## src/rtl/board_pkg.sv

```systemverilog
// Shared board geometry, drawer park code and sequencer state encoding.
// Pure declarations; no timing or flow control of its own.
package board_pkg;

    localparam int NUM_TILES = 9;
    localparam int COLOUR_W  = 3;
    localparam int IDX_W     = 4;

    localparam logic [IDX_W-1:0] LOC_PARK = 4'hF;
    localparam logic [IDX_W-1:0] LAST_IDX = IDX_W'(NUM_TILES - 1);

    typedef enum logic [2:0] {
        ST_IDLE,
        ST_SCAN,
        ST_SETTLE,
        ST_DRAW,
        ST_PARK,
        ST_DONE
    } state_t;

    function automatic logic [COLOUR_W-1:0] tile_colour(
        input logic [NUM_TILES*COLOUR_W-1:0] colours,
        input logic [IDX_W-1:0]              idx
    );
        logic [COLOUR_W-1:0] r;
        r = '0;
        for (int i = 0; i < NUM_TILES; i++) begin
            if (idx == IDX_W'(i)) r = colours[i*COLOUR_W +: COLOUR_W];
        end
        return r;
    endfunction

endpackage

```

## src/rtl/draw_watchdog.sv

```systemverilog
// Saturating stall counter; timeout is high on the TIMEOUT-th consecutive counted cycle.
// Counter is registered, timeout decodes it directly; no backpressure.
module draw_watchdog #(
    parameter int TIMEOUT = 2048
) (
    input  logic clk,
    input  logic resetn,
    input  logic clear,
    input  logic count_en,
    output logic timeout
);

    localparam int CNT_W = (TIMEOUT > 1) ? $clog2(TIMEOUT) : 1;
    localparam logic [CNT_W-1:0] CNT_LAST = CNT_W'(TIMEOUT - 1);

    logic [CNT_W-1:0] cnt_q, cnt_d;

    always_comb begin
        cnt_d = cnt_q;
        if (clear) begin
            cnt_d = '0;
        end else if (count_en && (cnt_q != CNT_LAST)) begin
            cnt_d = cnt_q + 1'b1;
        end
    end

    always_ff @(posedge clk or negedge resetn) begin
        if (!resetn) begin
            cnt_q <= '0;
        end else begin
            cnt_q <= cnt_d;
        end
    end

    assign timeout = count_en && (cnt_q == CNT_LAST);

endmodule

```

## src/rtl/board_draw_sequencer.sv

```systemverilog
// Snapshots a 3x3 board on start and feeds masked tiles one at a time to the tile drawer.
// All outputs registered; each tile waits on drawer_finished, bounded by a TIMEOUT watchdog.
module board_draw_sequencer
    import board_pkg::*;
#(
    parameter int TIMEOUT = 2048
) (
    input  logic                          clk,
    input  logic                          resetn,
    input  logic                          start,
    input  logic [NUM_TILES*COLOUR_W-1:0] tile_colours,
    input  logic [NUM_TILES-1:0]          redraw_mask,
    input  logic                          drawer_finished,
    output logic                          drawer_enable,
    output logic [IDX_W-1:0]              drawer_location,
    output logic [COLOUR_W-1:0]           drawer_colour,
    output logic                          busy,
    output logic                          done,
    output logic                          error
);

    state_t                        state_q, state_d;
    logic [IDX_W-1:0]              idx_q, idx_d;
    logic [NUM_TILES*COLOUR_W-1:0] colours_q, colours_d;
    logic [NUM_TILES-1:0]          mask_q, mask_d;
    logic                          enable_q, enable_d;
    logic [IDX_W-1:0]              loc_q, loc_d;
    logic [COLOUR_W-1:0]           colour_q, colour_d;
    logic                          busy_q, busy_d;
    logic                          done_q, done_d;
    logic                          error_q, error_d;

    logic wd_clear, wd_count, wd_timeout;

    assign wd_count = (state_q == ST_DRAW);
    assign wd_clear = !wd_count;

    draw_watchdog #(
        .TIMEOUT (TIMEOUT)
    ) u_watchdog (
        .clk      (clk),
        .resetn   (resetn),
        .clear    (wd_clear),
        .count_en (wd_count),
        .timeout  (wd_timeout)
    );

    always_comb begin
        state_d   = state_q;
        idx_d     = idx_q;
        colours_d = colours_q;
        mask_d    = mask_q;
        enable_d  = enable_q;
        loc_d     = loc_q;
        colour_d  = colour_q;
        error_d   = error_q;

        case (state_q)
            ST_IDLE: begin
                if (start) begin
                    colours_d = tile_colours;
                    mask_d    = redraw_mask;
                    idx_d     = '0;
                    error_d   = 1'b0;
                    state_d   = ST_SCAN;
                end
            end
            ST_SCAN: begin
                if (mask_q[idx_q]) begin
                    loc_d    = idx_q;
                    colour_d = tile_colour(colours_q, idx_q);
                    state_d  = ST_SETTLE;
                end else if (idx_q == LAST_IDX) begin
                    state_d = ST_DONE;
                end else begin
                    idx_d = idx_q + 1'b1;
                end
            end
            ST_SETTLE: begin
                enable_d = 1'b1;
                state_d  = ST_DRAW;
            end
            ST_DRAW: begin
                // finished is checked first so a same-cycle timeout never flags an error
                if (drawer_finished) begin
                    enable_d = 1'b0;
                    loc_d    = LOC_PARK;
                    state_d  = ST_PARK;
                end else if (wd_timeout) begin
                    error_d  = 1'b1;
                    enable_d = 1'b0;
                    loc_d    = LOC_PARK;
                    state_d  = ST_PARK;
                end
            end
            ST_PARK: begin
                enable_d = 1'b0;
                loc_d    = LOC_PARK;
                if (idx_q == LAST_IDX) begin
                    state_d = ST_DONE;
                end else begin
                    idx_d   = idx_q + 1'b1;
                    state_d = ST_SCAN;
                end
            end
            ST_DONE: begin
                state_d = ST_IDLE;
            end
            default: begin
                enable_d = 1'b0;
                loc_d    = LOC_PARK;
                state_d  = ST_IDLE;
            end
        endcase

        busy_d = (state_d != ST_IDLE);
        done_d = (state_d == ST_DONE);
    end

    always_ff @(posedge clk or negedge resetn) begin
        if (!resetn) begin
            state_q   <= ST_IDLE;
            idx_q     <= '0;
            colours_q <= '0;
            mask_q    <= '0;
            enable_q  <= 1'b0;
            loc_q     <= LOC_PARK;
            colour_q  <= '0;
            busy_q    <= 1'b0;
            done_q    <= 1'b0;
            error_q   <= 1'b0;
        end else begin
            state_q   <= state_d;
            idx_q     <= idx_d;
            colours_q <= colours_d;
            mask_q    <= mask_d;
            enable_q  <= enable_d;
            loc_q     <= loc_d;
            colour_q  <= colour_d;
            busy_q    <= busy_d;
            done_q    <= done_d;
            error_q   <= error_d;
        end
    end

    assign drawer_enable   = enable_q;
    assign drawer_location = loc_q;
    assign drawer_colour   = colour_q;
    assign busy            = busy_q;
    assign done            = done_q;
    assign error           = error_q;

endmodule

```

## config.mk

```make
export PLATFORM = sky130hd
export DESIGN_NAME = board_draw_sequencer
export DESIGN_NICKNAME = d
export VERILOG_FILES = /design/src/rtl/board_pkg.sv /design/src/rtl/draw_watchdog.sv /design/src/rtl/board_draw_sequencer.sv
export SDC_FILE = /design/constraint.sdc
export NUM_CORES = 1
export LEC_CHECK = 0
export ABC_AREA = 1
export CAP_MARGIN = 30
export CORE_ASPECT_RATIO = 1.4
export CORE_MARGIN = 3
export CORE_UTILIZATION = 44
export CTS_BUF_LIST = sky130_fd_sc_hd__clkbuf_4 sky130_fd_sc_hd__clkbuf_8
export DETAILED_ROUTE_END_ITERATION = 10
export PLACE_DENSITY = 0.67
export SYNTH_ARGS = -nofsm -noshare
export SYNTH_HDL_FRONTEND = slang
export SYNTH_SLANG_ARGS = --single-unit
```

## constraint.sdc

```tcl
create_clock -name clk -period 4.9 [get_ports clk]
set_input_delay 0.98 -clock clk [delete_from_list [all_inputs] [get_ports clk]]
set_output_delay 0.98 -clock clk [all_outputs]
set_load 0.01 [all_outputs]
```

; ---- Word-level counts from Yosys, hierarchy flattened
; Cells that the tools add are included.
; W data, S select, Z words.
[totals]
reg_bits = 65
in_bits = 40
out_inout_bits = 11
elab_cells = 89
[op_classes]
add_sub_neg = 2
order_cmp = 1
eq_ne = 23
mux = 35
bitwise_logic = 2
n_reduce_logical = 15
[op_table]
columns = op, n
row1 = $mux W3, 15
row2 = $mux W4, 6
row3 = $pmux W4 S3, 2
row4 = $mux W11, 2
row5 = $eq A4 B3 Y1 const B, 4
row6 = $pmux W3 S5, 1
row7 = $ne A2 B2 Y1 const B, 6
row8 = $add A11 B1 Y11 const B, 1
row9 = $eq A11 B11 Y1 const B, 1
row10 = $ne A11 B11 Y1 const B, 1
row11 = $eq A3 B3 Y1 const B, 3
row12 = $eq A4 B2 Y1 const B, 2
row13 = $eq A3 B2 Y1 const B, 2
row14 = $mux W1, 6
row15 = $reduce_and A2 Y1, 3
row16 = $reduce_and A3 Y1, 2
row17 = $reduce_bool A3 Y1, 2
row18 = $reduce_or A3 Y1, 2
row19 = $lt A4 B5 Y1 const B, 1
row20 = $add A4 B1 Y4 const B, 1
row21 = $bmux W1 S4, 1
row22 = $eq A4 B1 Y1 const B, 1
row23 = $eq A4 B4 Y1 const B, 1
row24 = $logic_not A4 Y1, 1
row25 = other kinds (9), 11

; ---- Logic depth before layout (Yosys ltp)
[logic_depth]
word_depth = 10
ltp_mapped = 16
depth_no_buf = 15

; ---- Hierarchy
; Synthesis repeated with hierarchy kept, for this count alone.
[hier_totals]
cells_unflattened = 466
hier_area_um2 = 3540.9
[by_module_without_submodules]
columns = mod, n_inst, cells_per_inst, area_per_inst_um2, seq_area_each_um2
row1 = board_draw_sequencer, 1, 369, 2832.7, 1356.3
row2 = draw_watchdog, 1, 97, 708.2, 275.3

; ---- Least setup slack after synthesis
; OpenSTA, ideal clock, no wires.
[synth_path]
path_kind = input to register
start = input start
end = register colours_q[10]
setup_ps = 117
arrival_time_ps = 1718
required_ps = 4783
setup_slack_ps = 3065
cell_stages = 6
path_buffers = 1
path_cell_list = inv_1 nor2_1 inv_1 clkbuf_1 nand2_1 nand2_1
[synth_via]
elab_chain_cells = 1
[synth_rtl]
columns = item, line
row1 = "start, declared", board_draw_sequencer.sv:10  ; input logic start,
row2 = $reduce_and A2 Y1 (no line), -
row3 = "end signal, assigned", board_draw_sequencer.sv:135  ; colours_q <= colours_d;
row4 = "end, declared", board_draw_sequencer.sv:24  ; logic [NUM_TILES*COLOUR_W-1:0] colours_q, colours_d;
; Every way passes these cells.
; A chain may end at the register's enable or synchronous reset.

; ---- Worst setup path in the final report
[layout_path]
start = input start
end = register busy_q (netlist: busy)
[layout_via]
elab_chain_cells = 3
[layout_rtl]
columns = item, line
row1 = $mux W3, board_draw_sequencer.sv:60  ; if (start) begin
row2 = $pmux W3 S5, board_draw_sequencer.sv:58  ; case (state_q)
row3 = named net state_d[0], board_draw_sequencer.sv:22  ; state_t state_q, state_d;
row4 = $reduce_bool A3 Y1, board_draw_sequencer.sv:116  ; busy_d = (state_d != ST_IDLE);
row5 = named net busy_d, board_draw_sequencer.sv:29  ; logic busy_q, busy_d;
row6 = "end signal, assigned", board_draw_sequencer.sv:140  ; busy_q <= busy_d;
row7 = "end, declared", board_draw_sequencer.sv:29
; The timed path passes the listed nets, and every way through them passes these cells.

==> impl_metrics.json <==
{
  "status": "complete, no violations",
  "place_ws_ns": 1.96,
  "combPwrFrac": 0.391,
  "slowest_delay_ns": 0.48,
  "tns_ns": 0,
  "cts_setup_buffers": 0,
  "clock-sinks": 65,
  "path_clk_slew_ns": 0.07,
  "crit_path_start_kind": "input port",
  "worstPathArrival_ns": 2.85,
  "dp_cells": 557,
  "dieArea_um2": 8610,
  "syn_to_final_growth_pct": 24.1,
  "die_x_um": 79.3,
  "port_buffers": 50,
  "cts_hold_buf": 0,
  "clock_skew_ns": 0.00777,
  "path_depth": 8,
  "path_buf_inv": 4,
  "n_antenna_cell": 0,
  "grt_max_degree": 55,
  "grt_pass1_vias": 2713,
  "p_sw_uw": 849,
  "p_seq_frac": 0.390,
  "track_usage": 0.189,
  "cpMaxStageDelayCell": "clkdlybuf4s50_1",
  "grt_pass1_wl_mm": 12.5,
  "hpwlAfterDp_mm": 5.29,
  "drtPass1Iterations": 4,
  "power_per_cell_area_nw_per_um2": 540,
  "crit_required_ns": 5.19,
  "utilization": 0.577,
  "mostFrequentLayoutCells": "nand2_1, dfrtp_1, inv_1, clkdlybuf4s50_1, o21ai_0",
  "hold_depth": 2,
  "finalSetupViolCount": 0,
  "antenna_found_initial": 0,
  "root_buffer": "clkbuf_8",
  "hold_class": "reg2reg",
  "synth.cell_area_um2": 3310,
  "slew_viol_final": 0,
  "finalPower_uw": 2220,
  "die_h_um": 109,
  "p_int_uw": 1370,
  "drtIter0Drc": 164,
  "cts_tree": "done",
  "yosys_warnings": 0,
  "drv_cap": 0,
  "yosysSeqAreaShare": 0.493,
  "io_pins": 51,
  "rsz0062_at_grt": "false",
  "synth_seq_cells": 65,
  "slew_headroom": 0.524,
  "clockBufferDepth": 2,
  "start_util": 0.465,
  "htreeDepth": 3,
  "wl_mm": 7.14,
  "cp_common_cell": "inv_1",
  "worst-setup-path-type": "in2reg",
  "worstMarginPinSlew_ns": 0.715,
  "path_max_fanout": 54,
  "p_clk_frac": 0.219,
  "rr_worst_depth": 8,
  "stdcell_count": 573,
  "vdd_drop_max_mv": 0.280,
  "cp-end-kind": "flop",
  "crit_chain": "clkdlybuf4s50_1 -> inv_1 -> nor2_4 -> buf_4 -> inv_1 -> nand4_1 -> nor2_1 -> nand2_1",
  "rows": 36,
  "routedWlPerCell_um": 12.5,
  "synth_cell_types": 32,
  "hold_viol": 0,
  "gp_congestion": 0.834,
  "max_freq_mhz": 391,
  "vias_per_cell": 4.78,
  "coreArea_um2": 7120,
  "num_vias": 2737,
  "drc": 0,
  "fin_crit_sh": 0.522,
  "cts_resized": 0,
  "syn_inst": 421,
  "final_nets": 518,
  "switching_share": 0.383,
  "final_common_cell": "nand2_1",
  "cts_buffers": 9,
  "clk_latency_ns": 0.35,
  "ant_nets": 0,
  "layout-drive-gt1-share": 0.100,
  "avgSynthCellArea_um2": 7.86,
  "grt_overflow": 0,
  "cp_top_family": "buffers and inverters",
  "p_leak_uw": 0.00202,
  "period_needed_ns": 2.56,
  "synth_fp_nets": 466,
  "setup_slack_ns": 2.34
}
-- synthesized netlist by cell type --
cell         n  area share
a21oi_1     10       0.015
xor2_1       3      0.0079
nor4_1       1      0.0019
nand3_2      1      0.0030
nor2_2       2      0.0038
nand2_1    153        0.17
nand3b_1     1      0.0023
a21oi_2      1      0.0026
o211a_1      1      0.0030
nor3_4       2      0.0098
clkbuf_1     5      0.0057
nor2_8       1      0.0060
xnor2_1      2      0.0053
nand3_1     23       0.035
or2_2        2      0.0038
nor2_1      21       0.024
o211ai_1     4      0.0091
a2bb2oi_1    1      0.0026
nand2_2      4      0.0076
nand2_4      2      0.0068
inv_2        3      0.0034
dfrtp_1     61        0.46
o21ai_2      4       0.011
inv_1       49       0.056
a31oi_1      4      0.0076
ha_1         5       0.019
dfstp_2      4       0.032
nand4_1      4      0.0076
nor3_1       4      0.0060
nor2_4       2      0.0068
o21ai_0     35       0.053
buf_2        6      0.0091
-- sequential cells by signal (all words and copies together) (netlist names) --
register	count
colours_q	27
busy	1
mask_q	9
drawer_location	4
drawer_enable	1
drawer_colour	3
error	1
u_watchdog.cnt_q	11
idx_q	4
done	1
state_q	3
-- worst reg2reg max path, stage by stage (launching register included) --
cell and delay [ns]:
dfrtp_1 0.39, nor2_1 0.19, nand2_1 0.18, nor2_4 0.11, buf_4 0.41, inv_1 0.48, nand4_1 0.24, nor2_1 0.06
nand2_1 0.05
-- path summary, 6_finish.rpt --
path	start	end	slack, ns
setup / recovery	start	busy	2.34
hold / removal	colours_q[10]	colours_q[10]	0.48
setup reg to reg	state_q[1]	busy	2.74
hold reg to reg	colours_q[10]	colours_q[10]	0.48
max in group asynchronous	resetn	drawer_location[3]	3.28
min in group asynchronous	resetn	drawer_enable	0.68
-- metal layers --
layer,track usage,part of all wire
met1,0.218,0.43
met2,0.327,0.51
met4,0.102,0.025
met3,0.0405,0.038
met5,0,0
-- stage by stage --
stage | instance area, um2 | hold slack [ns]
floorplan | 3310 | 0.434
global placement | 3900 | 0.454
detailed placement | 3900 | 0.463
CTS | 4110 | 0.479
global route | 4110 | 0.491
finish | 4110 | 0.476
-- cell type report --
cell class,instances,area (um2)
clock buffer,9,124
clock inverter,7,85.1
fill,708,3010
inverter,52,195
multi-input combinational,293,1440
sequential,65,1630
tap,95,119
timing repair buffer,52,510
-- power by group through the flow --
stage | logic (uW) | clock network (uW) | registers [uW]
6_report | 866 | 486 | 864
5_1_grt | 1020 | 526 | 889
3_3_place_gp | 854 | 0 | 872
3_5_place_dp | 875 | 0 | 875
2_1_floorplan | 607 | 0 | 857
4_1_cts | 884 | 498 | 866
-- logic make-up (layout without fill, tap and decap cells) --
family,Yosys count,count (layout),share of synthesized area
simple gates,223,223,0.298
flops,65,65,0.493
buf+inv,63,120,0.0737
compound gates,60,60,0.104
fa+ha+maj,5,5,0.0189
xor+xnor,5,5,0.0132
(Power assumes the default switching activity.)
